$ cat config.mk
export PLATFORM = sky130hd
export DESIGN_NAME = vga_timing_gen_flat
export DESIGN_NICKNAME = d
export VERILOG_FILES = /design/src/rtl/vga_pkg.sv /design/src/rtl/vga_timing_gen_if.sv /design/src/rtl/vga_delay_line.sv /design/src/rtl/vga_timing_gen.sv /design/src/flat_wrapper.sv
export SDC_FILE = /design/constraint.sdc
export NUM_CORES = 1
export LEC_CHECK = 0
export ABC_AREA = 1
export BUFFER_PORTS_ARGS = -buffer_cell sky130_fd_sc_hd__buf_2
export CAP_MARGIN = 20
export CORE_MARGIN = 8
export CORE_UTILIZATION = 54
export DETAILED_ROUTE_END_ITERATION = 6
export PLACE_DENSITY = 0.81
export SLEW_MARGIN = 20
export SYNTH_ARGS = -nofsm -noshare
export SYNTH_HDL_FRONTEND = slang
export SYNTH_SLANG_ARGS = --single-unit
$ cat constraint.sdc
create_clock -name pixel_clk -period 1.8 [get_ports pixel_clk]
set_input_delay 0.36 -clock pixel_clk [delete_from_list [all_inputs] [get_ports pixel_clk]]
set_output_delay 0.36 -clock pixel_clk [all_outputs]
set_load 0.02 [all_outputs]
$ cat src/rtl/vga_pkg.sv
// vga_pkg: 640x480@60 timing defaults and colour type shared by the VGA timing generator
package vga_pkg;
  localparam int H_ACTIVE_DEF = 640;
  localparam int H_FP_DEF     = 16;
  localparam int H_SYNC_DEF   = 96;
  localparam int H_BP_DEF     = 48;
  localparam int V_ACTIVE_DEF = 480;
  localparam int V_FP_DEF     = 10;
  localparam int V_SYNC_DEF   = 2;
  localparam int V_BP_DEF     = 33;
  localparam int COLOR_W_DEF  = 4;
  localparam int CNT_W_DEF    = 11;
  typedef struct packed {
    logic [COLOR_W_DEF-1:0] b, g, r;
  } rgb_t;
endpackage

$ cat src/rtl/vga_timing_gen_if.sv
// vga_timing_gen_if: pixel-fetch bus between the timing generator (master) and the pixel source (slave)
interface vga_timing_gen_if #(
  parameter int CNT_W   = vga_pkg::CNT_W_DEF,
  parameter int COLOR_W = vga_pkg::COLOR_W_DEF
);
  logic                 pixel_req, line_start, frame_start;
  logic [CNT_W-1:0]     X_pix, Y_pix;
  logic [3*COLOR_W-1:0] pixel_color;
  modport master (output pixel_req, X_pix, Y_pix, line_start, frame_start, input pixel_color);
  modport slave (input pixel_req, X_pix, Y_pix, line_start, frame_start, output pixel_color);
endinterface

$ cat src/rtl/vga_delay_line.sv
// vga_delay_line: D-stage, W-bit shift register that clears to zero on reset
module vga_delay_line #(
  parameter int W = 1,
  parameter int D = 1
) (
  input  logic         pixel_clk,
  input  logic         reset,
  input  logic [W-1:0] d,
  output logic [W-1:0] q
);
  logic [W-1:0] sr [D];
  always_ff @(posedge pixel_clk)
    if (reset) sr <= '{default: '0};
    else begin
      sr[0] <= d;
      for (int i = 1; i < D; i++) sr[i] <= sr[i-1];
    end
  assign q = sr[D-1];
endmodule

$ cat src/rtl/vga_timing_gen.sv
// vga_timing_gen: parametrised VGA raster timing generator with PIX_LAT-aligned registered RGB output.
// Defining VGA_TEST_PATTERN_EN adds an 8-bar colour test pattern selected by pattern_sel.
module vga_timing_gen
  import vga_pkg::*;
#(
  parameter int H_ACTIVE = H_ACTIVE_DEF,
  parameter int H_FP     = H_FP_DEF,
  parameter int H_SYNC   = H_SYNC_DEF,
  parameter int H_BP     = H_BP_DEF,
  parameter int V_ACTIVE = V_ACTIVE_DEF,
  parameter int V_FP     = V_FP_DEF,
  parameter int V_SYNC   = V_SYNC_DEF,
  parameter int V_BP     = V_BP_DEF,
  parameter bit HS_POL   = 1'b0,
  parameter bit VS_POL   = 1'b0,
  parameter int COLOR_W  = COLOR_W_DEF,
  parameter int PIX_LAT  = 1,
  parameter int CNT_W    = CNT_W_DEF
) (
  input  logic               pixel_clk,
  input  logic               reset,
  vga_timing_gen_if.master   pix,
  input  logic               pattern_sel,
  output logic [15:0]        frame_cnt,
  output logic               VGA_HS,
  output logic               VGA_VS,
  output logic               VGA_DE,
  output logic [COLOR_W-1:0] VGA_BUS_R,
  output logic [COLOR_W-1:0] VGA_BUS_G,
  output logic [COLOR_W-1:0] VGA_BUS_B
);
  localparam int H_TOTAL = H_ACTIVE + H_FP + H_SYNC + H_BP;
  localparam int V_TOTAL = V_ACTIVE + V_FP + V_SYNC + V_BP;
  localparam logic [CNT_W-1:0] H_LAST = CNT_W'(H_TOTAL - 1);
  localparam logic [CNT_W-1:0] V_LAST = CNT_W'(V_TOTAL - 1);
  localparam logic [CNT_W-1:0] H_ACT  = CNT_W'(H_ACTIVE);
  localparam logic [CNT_W-1:0] V_ACT  = CNT_W'(V_ACTIVE);
  localparam logic [CNT_W-1:0] HS_BEG = CNT_W'(H_ACTIVE + H_FP);
  localparam logic [CNT_W-1:0] HS_END = CNT_W'(H_ACTIVE + H_FP + H_SYNC);
  localparam logic [CNT_W-1:0] VS_BEG = CNT_W'(V_ACTIVE + V_FP);
  localparam logic [CNT_W-1:0] VS_END = CNT_W'(V_ACTIVE + V_FP + V_SYNC);
  typedef struct packed {
    logic [COLOR_W-1:0] b, g, r;
  } color_t;
  logic [CNT_W-1:0] h_cnt, v_cnt;
  logic             hs_raw, vs_raw, req_raw, hs_d, vs_d, req_d, frame_seen;
  color_t           color;
  always_ff @(posedge pixel_clk)
    if (reset) begin
      h_cnt <= '0;
      v_cnt <= '0;
    end else begin
      h_cnt <= h_cnt == H_LAST ? '0 : h_cnt + 1'b1;
      if (h_cnt == H_LAST) v_cnt <= v_cnt == V_LAST ? '0 : v_cnt + 1'b1;
    end
  assign req_raw         = h_cnt < H_ACT && v_cnt < V_ACT;
  assign hs_raw          = h_cnt >= HS_BEG && h_cnt < HS_END;
  assign vs_raw          = v_cnt >= VS_BEG && v_cnt < VS_END;
  assign pix.pixel_req   = req_raw;
  assign pix.X_pix       = req_raw ? h_cnt : '0;
  assign pix.Y_pix       = req_raw ? v_cnt : '0;
  assign pix.line_start  = !reset && h_cnt == '0 && v_cnt < V_ACT;
  assign pix.frame_start = !reset && h_cnt == '0 && v_cnt == '0;
`ifdef VGA_TEST_PATTERN_EN
  logic [2:0]           bar;
  logic [3*COLOR_W-1:0] pat_raw, pat_d;
  logic                 pat_sel_d;
  assign bar     = 3'((32'(h_cnt) * 8) / H_ACTIVE);
  assign pat_raw = {{COLOR_W{bar[2]}}, {COLOR_W{bar[1]}}, {COLOR_W{bar[0]}}};
  // Pattern colour and its select travel with the syncs so a switch lands on a pixel boundary
  vga_delay_line #(.W(3*COLOR_W + 4), .D(PIX_LAT)) u_dly (
    .pixel_clk(pixel_clk),
    .reset(reset),
    .d({pattern_sel, pat_raw, hs_raw, vs_raw, req_raw}),
    .q({pat_sel_d, pat_d, hs_d, vs_d, req_d})
  );
  assign color = pat_sel_d ? pat_d : pix.pixel_color;
`else
  logic unused_pattern_sel;
  assign unused_pattern_sel = pattern_sel;
  vga_delay_line #(.W(3), .D(PIX_LAT)) u_dly (
    .pixel_clk(pixel_clk),
    .reset(reset),
    .d({hs_raw, vs_raw, req_raw}),
    .q({hs_d, vs_d, req_d})
  );
  assign color = pix.pixel_color;
`endif
  always_ff @(posedge pixel_clk)
    if (reset) begin
      VGA_HS     <= ~HS_POL;
      VGA_VS     <= ~VS_POL;
      VGA_DE     <= 1'b0;
      VGA_BUS_R  <= '0;
      VGA_BUS_G  <= '0;
      VGA_BUS_B  <= '0;
      frame_cnt  <= '0;
      frame_seen <= 1'b0;
    end else begin
      VGA_HS    <= hs_d ? HS_POL : ~HS_POL;
      VGA_VS    <= vs_d ? VS_POL : ~VS_POL;
      VGA_DE    <= req_d;
      VGA_BUS_R <= req_d ? color.r : '0;
      VGA_BUS_G <= req_d ? color.g : '0;
      VGA_BUS_B <= req_d ? color.b : '0;
      // The frame that starts out of reset is not counted as completed
      if (pix.frame_start) begin
        frame_seen <= 1'b1;
        frame_cnt  <= frame_cnt + {15'd0, frame_seen};
      end
    end
endmodule
$ cat src/flat_wrapper.sv
// flat-port wrapper written by rule: the top's interface ports become plain ports
module vga_timing_gen_flat import vga_pkg::*;
#(
  parameter int H_ACTIVE = H_ACTIVE_DEF,
  parameter int H_FP     = H_FP_DEF,
  parameter int H_SYNC   = H_SYNC_DEF,
  parameter int H_BP     = H_BP_DEF,
  parameter int V_ACTIVE = V_ACTIVE_DEF,
  parameter int V_FP     = V_FP_DEF,
  parameter int V_SYNC   = V_SYNC_DEF,
  parameter int V_BP     = V_BP_DEF,
  parameter bit HS_POL   = 1'b0,
  parameter bit VS_POL   = 1'b0,
  parameter int COLOR_W  = COLOR_W_DEF,
  parameter int PIX_LAT  = 1,
  parameter int CNT_W    = CNT_W_DEF
)
  (pixel_clk, reset, pattern_sel, frame_cnt, VGA_HS, VGA_VS, VGA_DE, VGA_BUS_R, VGA_BUS_G, VGA_BUS_B, pix_pixel_req, pix_X_pix, pix_Y_pix, pix_line_start, pix_frame_start, pix_pixel_color);
  vga_timing_gen_if #(.CNT_W(CNT_W), .COLOR_W(COLOR_W)) pix_i ();
  input  logic pixel_clk;
  input  logic reset;
  input  logic pattern_sel;
  output logic [15:0] frame_cnt;
  output logic VGA_HS;
  output logic VGA_VS;
  output logic VGA_DE;
  output logic [COLOR_W-1:0] VGA_BUS_R;
  output logic [COLOR_W-1:0] VGA_BUS_G;
  output logic [COLOR_W-1:0] VGA_BUS_B;
  output wire logic [$bits(pix_i.pixel_req)-1:0] pix_pixel_req;
  output wire logic [$bits(pix_i.X_pix)-1:0] pix_X_pix;
  output wire logic [$bits(pix_i.Y_pix)-1:0] pix_Y_pix;
  output wire logic [$bits(pix_i.line_start)-1:0] pix_line_start;
  output wire logic [$bits(pix_i.frame_start)-1:0] pix_frame_start;
  input wire logic [$bits(pix_i.pixel_color)-1:0] pix_pixel_color;
  assign pix_pixel_req = pix_i.pixel_req;
  assign pix_X_pix = pix_i.X_pix;
  assign pix_Y_pix = pix_i.Y_pix;
  assign pix_line_start = pix_i.line_start;
  assign pix_frame_start = pix_i.frame_start;
  assign pix_i.pixel_color = pix_pixel_color;
  vga_timing_gen #(.H_ACTIVE(H_ACTIVE), .H_FP(H_FP), .H_SYNC(H_SYNC), .H_BP(H_BP), .V_ACTIVE(V_ACTIVE), .V_FP(V_FP), .V_SYNC(V_SYNC), .V_BP(V_BP), .HS_POL(HS_POL), .VS_POL(VS_POL), .COLOR_W(COLOR_W), .PIX_LAT(PIX_LAT), .CNT_W(CNT_W)) u_core (.pixel_clk(pixel_clk), .reset(reset), .pix(pix_i), .pattern_sel(pattern_sel), .frame_cnt(frame_cnt), .VGA_HS(VGA_HS), .VGA_VS(VGA_VS), .VGA_DE(VGA_DE), .VGA_BUS_R(VGA_BUS_R), .VGA_BUS_G(VGA_BUS_G), .VGA_BUS_B(VGA_BUS_B));
endmodule
==> flow_summary.toml, run 1 <==
[global_routing]
grt_use_total = 0.224
grt_pass1_wl_mm = 15.0
gr-total-overflow = 0
grt_pass1_vias = 3249
grt_max_degree = 20
antenna_found_initial = 0

[routing]
vias = 3415
drc_errors = 0
viasPerCell = 5.46
wl_mm = 9.96
routedWlPerCell_um = 15.9
drt_pre_antenna_iters = 7
drt_iter0_drc = 391
ant_nets = 0

[yosys]
netlist.area_leader.share = 0.383
synth_area_leaders = "dfxtp_1 38%, nand2_1 12%, nor2_1 11%"
synth_cell_types = 28
syn_area_per_cell_um2 = 6.51
synthArstFlopShare = 0
syn_area_mm2 = 0.00298
ys_warn_count = 0
ys.flop_type = "dfxtp_1"
syn_inst = 457
yosys-top-cells-count = "95 x nand2_1, 88 x nor2_1, 67 x inv_1"
ys_seq_elements = 57
ys_seq_area_frac = 0.383
synth_edf_count = 0
synth_top_area_cell = "dfxtp_1"
yosysMostFrequentCell = "nand2_1"

[floorplanning]
core_mm2 = 0.00541
io_pins = 71
row_count = 27
die_h_um = 90.2
die_w_um = 90.2
fp.dieArea_mm2 = 0.00814
initial_utilization = 0.551

[job]
cap_viol_max_count = 0

[placement]
gp_congestion = 0.890
io_buffers = 66
dp_hpwl_mm = 5.66
dp_slack_ns = 0.0306
dp.cells = 597

[critical_path]
slowest_stage = "dfxtp_1"
critPathTopFamily = "simple AND/OR/NAND/NOR gates"
crit_type = "reg2out"
cp_cell_sequence = "inv_2 > ha_1 > inv_1 > nor2_1 > nand3_2 > nor3_4 > buf_6"
worstPathMaxFanout = 4
start_kind = "flip-flop"
critPathMaxStageDelay_ns = 0.35
cp.arrival_ns = 1.69
cp.required_ns = 1.44
crit_path_end_kind = "primary output"
critPathBufInv = 3

[sta]
finalHoldViolCount = 0
setup_violations = 24
slew_viol_final = 0
rsz0062_at_grt = "yes"
finalSetupTns_ns = -4.36
skew_ns = 0.00647
period_needed_ns = 2.05
hold_ws_ns = 0.226
worst_slack_ns = -0.246
min_period_over_period = 1.14
fmax_mhz = 489

[layout]
stdcell_count = 626
syn_to_final_growth_pct = 41.0
fill_cells = 359
drive_gt1_frac = 0.312
regArea_mm2 = 0.00116
antennaDiodeCount = 0
multi_input_area_mm2 = 0.00170
layout.nets = 570

[power_and_ir_drop]
power_density_mw_per_mm2 = 703
power.total_mw = 2.95
peakVddDrop_uv = 614
p_leak_nw = 1.88

[clock_network]
clk_pin_slew_ns = 0.08
cts_tree = "done"
cts.sinks = 57
htree_levels = 3
cts_hold_buf = 0
cts_buffers = 9
insertion_delay_ns = 0.35
clock_path_buffers = 2
cts_root_buf = "clkbuf_8"

[min_path]
hold_class = "in2reg"

[status]
violations = "setup timing"
status = "finished, violations left"
-- per-layer routing --
metal  vias to the layer above  share of wire  GRT usage  routed length [um]
li1                       1608              -          -                   -
met3                        42          0.092     0.0781                 920
met5                         -              0          0                   0
met1                      1573           0.38      0.242                3810
met2                       192           0.49      0.380                4910
met4                         0          0.033      0.112                 325
-- repair_timing --
item / in CTS / in global routing
setup endpoints to repair: 22 / 46
pin swaps: 5 / 5
gates cloned: 3 / 0
gates resized for setup: 114 / 15
buffers inserted: 5 / 5
-- worst register-to-register path: stages (launching register included) --
cell	delay (ns)
dfxtp_1	0.35
inv_2	0.11
ha_1	0.18
inv_1	0.06
nor2_1	0.13
nand3_2	0.14
buf_4	0.16
nor2_2	0.23
nand2_1	0.14
o21ai_0	0.16
nor2_1	0.05
-- kinds of logic (layout without fill, tap and decap cells) --
group / count (synthesis) / in the layout / share of synthesized area
flops: 57 / 57 / 0.383
fa+ha+maj: 6 / 6 / 0.0252
other cells: 1 / 3 / 0.00126
compound gates: 47 / 47 / 0.0807
simple gates: 254 / 254 / 0.370
buf+inv: 86 / 181 / 0.122
xor+xnor: 6 / 6 / 0.0177
-- through the flow --
step	area (um^2)	utilization
CTS	4120	0.762
finish	4200	0.776
global route	4200	0.776
floorplan	2980	-
detailed placement	3440	0.636
global placement	3440	0.636
-- worst paths after layout --
path	start	to	slack [ns]	cells past startpoint
worst max-delay path	u_core.v_cnt[0]	pix_frame_start	-0.25	7
worst min-delay path	pix_pixel_color[9]	u_core.VGA_BUS_B[1]	0.23	3
worst max register to register	u_core.v_cnt[0]	u_core.frame_cnt[0]	-0.01	10
worst min register to register	u_core.u_dly.q[2]	u_core.VGA_HS	0.37	1
-- power breakdown --
part,internal [mW],total [mW],switching [mW]
Clock,0.779,1.37,0.590
Combinational,0.109,0.285,0.176
Sequential,1.28,1.30,0.0157
-- state kept, by name, summed over array words and instances, names as in the netlist --
name / count
u_core.frame_cnt: 16
u_core.h_cnt: 11
u_core.v_cnt: 11
u_core.VGA_BUS_B: 4
u_core.VGA_BUS_G: 4
u_core.VGA_BUS_R: 4
u_core.u_dly.q: 3
u_core.VGA_DE: 1
u_core.VGA_HS: 1
u_core.VGA_VS: 1
u_core.frame_seen: 1
-- cell type report --
| cell class | count | share of cell area |
|---|---|---|
| Multi-Input combinational cell | 316 | 0.405 |
| Clock inverter | 7 | 0.0227 |
| Inverter | 70 | 0.0638 |
| Timing Repair Buffer | 95 | 0.181 |
| Tap cell | 72 | 0.0215 |
| Sequential cell | 57 | 0.277 |
| Clock buffer | 9 | 0.0295 |
-- layout by cell type (no fill, tap or decap), types with 2 or more instances in the layout --
master,synthesis,final
conb_1,1,3
dfxtp_4,0,4
nor2_1,88,65
nand3b_1,2,2
clkinv_4,0,2
clkbuf_8,0,9
nor3_1,12,11
nand3_1,30,27
dfxtp_2,0,6
nor2_2,4,8
buf_2,4,44
ha_1,6,4
bufinv_16,0,2
buf_4,3,25
inv_4,0,2
nand3_2,1,4
buf_16,0,3
inv_2,1,9
nand2_1,95,92
nor2_4,2,21
clkinv_1,2,2
inv_1,67,57
xor2_1,6,6
clkinv_2,0,2
nor3b_1,2,2
o21ai_0,22,22
dfxtp_1,57,47
nand2_2,0,2
a21oi_1,23,22
nand4_1,16,16
buf_6,3,22
(Power assumes the default switching activity.)
==> run 2, diff against run 1 <==
Clock period 1.8 ns to 2 ns, I/O delays scaled along.
==> flow_summary.toml, run 2 (synthesis gave the netlist of run 1 again) <==
[sta]
finalHoldViolCount = 0
period_needed_ns = 2.08
tightest_slew_ns = 0.544
fmax_mhz = 480
slew_viol_final = 0
min_period_over_period = 1.04
slew_headroom = 0.636
hold_ws_ns = 0.261
rsz0062_at_grt = "yes"
finalSetupTns_ns = -0.552
skew_ns = 0.00789
setup_violations = 22
worst_slack_ns = -0.0832

[global_routing]
gr-total-overflow = 0
antenna_found_initial = 0
grt_use_total = 0.198
grt_max_degree = 22
grt_pass1_wl_mm = 13.6
grt_pass1_vias = 3146

[layout]
top_register = "u_core.frame_cnt"
layout.nets = 568
fill_cells = 359
syn_to_final_growth_pct = 40.9
final_cell_mix = "92 x nand2_1, 63 x nor2_1, 59 x inv_1"
top_regs = "u_core.frame_cnt x16, u_core.h_cnt x11, u_core.v_cnt x11"
layout_commonest_cell = "nand2_1"
largest_register_ffs = 16
drive_gt1_frac = 0.312
antennaDiodeCount = 0
utilization = 0.776

[floorplanning]
io_pins = 71
row_count = 27
initial_utilization = 0.551
die_h_um = 90.2
die_w_um = 90.2
core_mm2 = 0.00541
fp.dieArea_mm2 = 0.00814

[job]
cap_viol_max_count = 0

[clock_network]
htree_levels = 3
clk_pin_slew_ns = 0.07
cts.sinks = 57
insertion_delay_ns = 0.34
cts_root_buf = "clkbuf_8"
cts_tree = "done"
cts_buffers = 9
clock_path_buffers = 2

[power_and_ir_drop]
p_int_mw = 2.13
peakVddDrop_uv = 637
power_frac_clock = 0.487
power_density_mw_per_mm2 = 668
seqPwrFrac = 0.418
p_sw_frac = 0.240
pwr-share-comb = 0.095
power.switching_mw = 0.673
p_leak_nw = 1.90

[critical_path]
cp.arrival_ns = 1.68
start_kind = "flip-flop"
crit_type = "reg2out"
worstPathMaxFanout = 4
cp.required_ns = 1.60
r2r_slack_ns = -0.05
crit_path_end_kind = "primary output"

[routing]
viasPerCell = 5.60
drt_iter0_drc = 416
routedWlPerCell_um = 16.1
wl_mm = 10.0
drc_errors = 0
vias = 3494
drt_pre_antenna_iters = 6
ant_nets = 0

[status]
violations = "setup timing"
status = "finished, violations left"

[min_path]
hold_class = "in2reg"

[placement]
dp_hpwl_mm = 5.58
gp_congestion = 0.893
io_buffers = 66
[run 2: cell types whose count changed in the layout (fill, tap and decap cells not counted), sizes merged]
cell and change:
buf -4, bufinv +1, clkbuf +3, clkinv -4, clkinvlp +1, inv +1
[run 2: final timing paths]
path,cells after the start,endpoint,start
hold reg to reg,1,u_core.VGA_HS,u_core.u_dly.q[2]
hold / removal,3,u_core.VGA_BUS_G[1],pix_pixel_color[5]
setup / recovery,7,pix_frame_start,u_core.v_cnt[1]
setup reg to reg,9,u_core.v_cnt[4],u_core.h_cnt[0]
[run 2: final cells by class]
cell class	instances	area, um^2	area share
clock buffers	10	138	0.0328
repair buffers	93	714	0.170
well taps	72	90.1	0.0215
multi-input cells	316	1710	0.408
inverters	70	265	0.0633
clock inverters	6	114	0.0272
flip-flops and latches	57	1160	0.277
[run 2: critical path, cell delays in order, from the launching register on]
cell     delay [ns]
dfxtp_2        0.35
inv_2          0.09
ha_2           0.19
inv_1          0.07
nor2_2         0.13
nand3_2        0.13
nor3_4         0.23
buf_6          0.15
[run 2: power groups by stage]
stage | combinational (mW) | sequential [mW] | clock [mW]
floorplan | 0.113 | 1.21 | 0
global placement | 0.189 | 1.20 | 0
detailed placement | 0.193 | 1.20 | 0
CTS | 0.234 | 1.17 | 1.38
global route | 0.285 | 1.17 | 1.44
finish | 0.267 | 1.17 | 1.36
[run 2: metal layers]
metal  vias to the layer above  wire (um)  global-route usage
met4                         0        451              0.0860
li1                       1614          -                   -
met5                         -          0                   0
met3                        60       1080              0.0815
met1                      1587       3820               0.217
met2                       233       4680               0.329
[run 2: what timing repair did]
action / 4_1_cts / 5_1_grt
setup endpoints to repair: 22 / 23
resized for setup: 29 / 95
buffers inserted: 9 / 7
pin swaps: 4 / 11
gates cloned: 0 / 3
hold buffers: 0 / 0
hold endpoints to repair: 0 / 0
[run 2: through the flow]
| step | total power, mW | cell area (um^2) | worst slack (ns) | instances |
|---|---|---|---|---|
| floorplan | 1.33 | 2980 | 0.199 | 459 |
| global placement | 1.38 | 3380 | 0.176 | 589 |
| detailed placement | 1.39 | 3380 | 0.155 | 589 |
| CTS | 2.79 | 3770 | -0.0842 | 614 |
| global route | 2.89 | 4190 | -0.153 | 624 |
| finish | 2.80 | 4190 | -0.0832 | 624 |
==> run 3, diff against run 2 <==
Settings changed: CELL_PAD_IN_SITES_DETAIL_PLACEMENT from default to 1, CELL_PAD_IN_SITES_GLOBAL_PLACEMENT from default to 2, CORE_UTILIZATION 54 to 28, PLACE_DENSITY 0.81 to 0.8.
==> flow_summary.toml, run 3 (synthesis gave the netlist of run 1 again) <==
[power_and_ir_drop]
power_density_mw_per_mm2 = 604
seqPwrFrac = 0.449
power.switching_mw = 0.674
p_sw_frac = 0.259
pwr-share-comb = 0.096
power_frac_clock = 0.455
p_leak_nw = 1.93
p_int_mw = 1.93
peakVddDrop_uv = 279

[routing]
viasPerCell = 4.67
ant_nets = 0
drc_errors = 0
wl_mm = 10.6
vias = 3249
drt_iter0_drc = 163
drt_pre_antenna_iters = 4
routedWlPerCell_um = 15.2

[global_routing]
grt_use_total = 0.151
antenna_found_initial = 0
grt_pass1_wl_mm = 17.3
gr-total-overflow = 0
grt_max_degree = 20
grt_pass1_vias = 3394

[clock_network]
cts_root_buf = "clkbuf_8"
cts.sinks = 57
cts_buffers = 9
htree_levels = 3
clock_path_buffers = 2
insertion_delay_ns = 0.34
cts_tree = "done"
clk_pin_slew_ns = 0.07

[critical_path]
cp.required_ns = 1.60
crit_path_end_kind = "primary output"
reg2regPathDepth = 8
reg2reg_to = "u_core.frame_cnt[6]"
start_kind = "flip-flop"
crit-reg2reg-launch = "u_core.v_cnt[0]"
cp-startpoint = "u_core.v_cnt[6]"
worstPathMaxFanout = 5
crit_type = "reg2out"
r2r_slack_ns = 0.28
cp.arrival_ns = 1.64

[sta]
slew_viol_final = 0
setup_violations = 15
hold_ws_ns = 0.273
fmax_mhz = 490
worst_slack_ns = -0.0419
period_needed_ns = 2.04
min_period_over_period = 1.02
finalHoldViolCount = 0
rsz0062_at_grt = "yes"
skew_ns = 0.0120

[placement]
place_area_mm2 = 0.00350
dp_slack_ns = 0.147
dp_hpwl_mm = 7.27
io_buffers = 66
gp_congestion = 0.816

[layout]
antennaDiodeCount = 0
top_regs = "u_core.frame_cnt x16, u_core.h_cnt x11, u_core.v_cnt x11"
largest_register_ffs = 16
fin_area_mm2 = 0.00431
final_cell_mix = "92 x nand2_1, 64 x nor2_1, 56 x inv_1"
utilization = 0.417
top_register = "u_core.frame_cnt"
layout_commonest_cell = "nand2_1"
drive_gt1_frac = 0.324
layout.nets = 575
syn_to_final_growth_pct = 44.6
fill_cells = 1320

[floorplanning]
initial_utilization = 0.288
io_pins = 71
die_h_um = 119
row_count = 37
die_w_um = 119
fp.dieArea_mm2 = 0.0142
core_mm2 = 0.0103

[min_path]
min_path_cells = 3
worstHoldEndpoint = "u_core.VGA_BUS_B[2]"
hp-start = "pix_pixel_color[10]"
hold_class = "in2reg"

[status]
status = "finished, violations left"
violations = "setup timing"

[job]
cap_viol_max_count = 0
==> run 3: what timing repair did <==
item                                    CTS  global route
endpoints found under the hold margin     0             0
hold buffers                              0             0
gates cloned                              3             0
pin swaps                                 6             5
buffers inserted                         12             6
endpoints found under the setup margin   22            22
gates resized for setup                 109            23
==> run 3: power groups by stage <==
stage               Combinational, mW  Clock, mW  Sequential (mW)
floorplan                       0.113          0             1.21
global placement                0.203          0             1.20
detailed placement              0.206          0             1.20
CTS                             0.241       1.22             1.17
global route                    0.276       1.28             1.17
finish                          0.250       1.18             1.17
==> run 3: area by class of cell <==
class	instances	area [um^2]	share of cell area
inverter	70	268	0.0622
timing repair buffer	100	796	0.185
tap	136	170	0.0395
sequential	57	1160	0.270
multi-input combinational	316	1690	0.393
clock inverter	4	50.0	0.0116
clock buffer	12	165	0.0384
==> run 3: per-stage QoR <==
step | power [mW] | setup TNS [ns] | cells
after floorplan | 1.33 | 0 | 459
after global placement | 1.40 | 0 | 659
after detailed placement | 1.40 | 0 | 659
after CTS | 2.62 | -0.250 | 690
after global routing | 2.73 | -1.58 | 695
final | 2.60 | -0.374 | 695
==> run 3: how the worst max path moves through the flow <==
stage,end,slack (ns)
after global routing,pix_Y_pix[8],-0.12
after detailed placement,pix_frame_start,0.15
after floorplan,pix_frame_start,0.20
final,pix_Y_pix[1],-0.04
after global placement,pix_frame_start,0.17
after CTS,pix_frame_start,-0.11
==> run 3: worst max-delay path, stage by stage, from the launching register on <==
cell and delay (ns):
dfxtp_4 0.36, nand2_4 0.05, inv_2 0.03, nand3_2 0.07
nand2_2 0.07, nor2_2 0.10, nand2_2 0.10, buf_6 0.16
buf_16 0.14, nor2_2 0.07, buf_4 0.14
==> run 3: metal layers <==
layer / GRT usage / wire length (um)
met3: 0.0298 / 381
met4: 0.0545 / 126
met5: 0 / 0
met2: 0.273 / 5510
met1: 0.172 / 4540
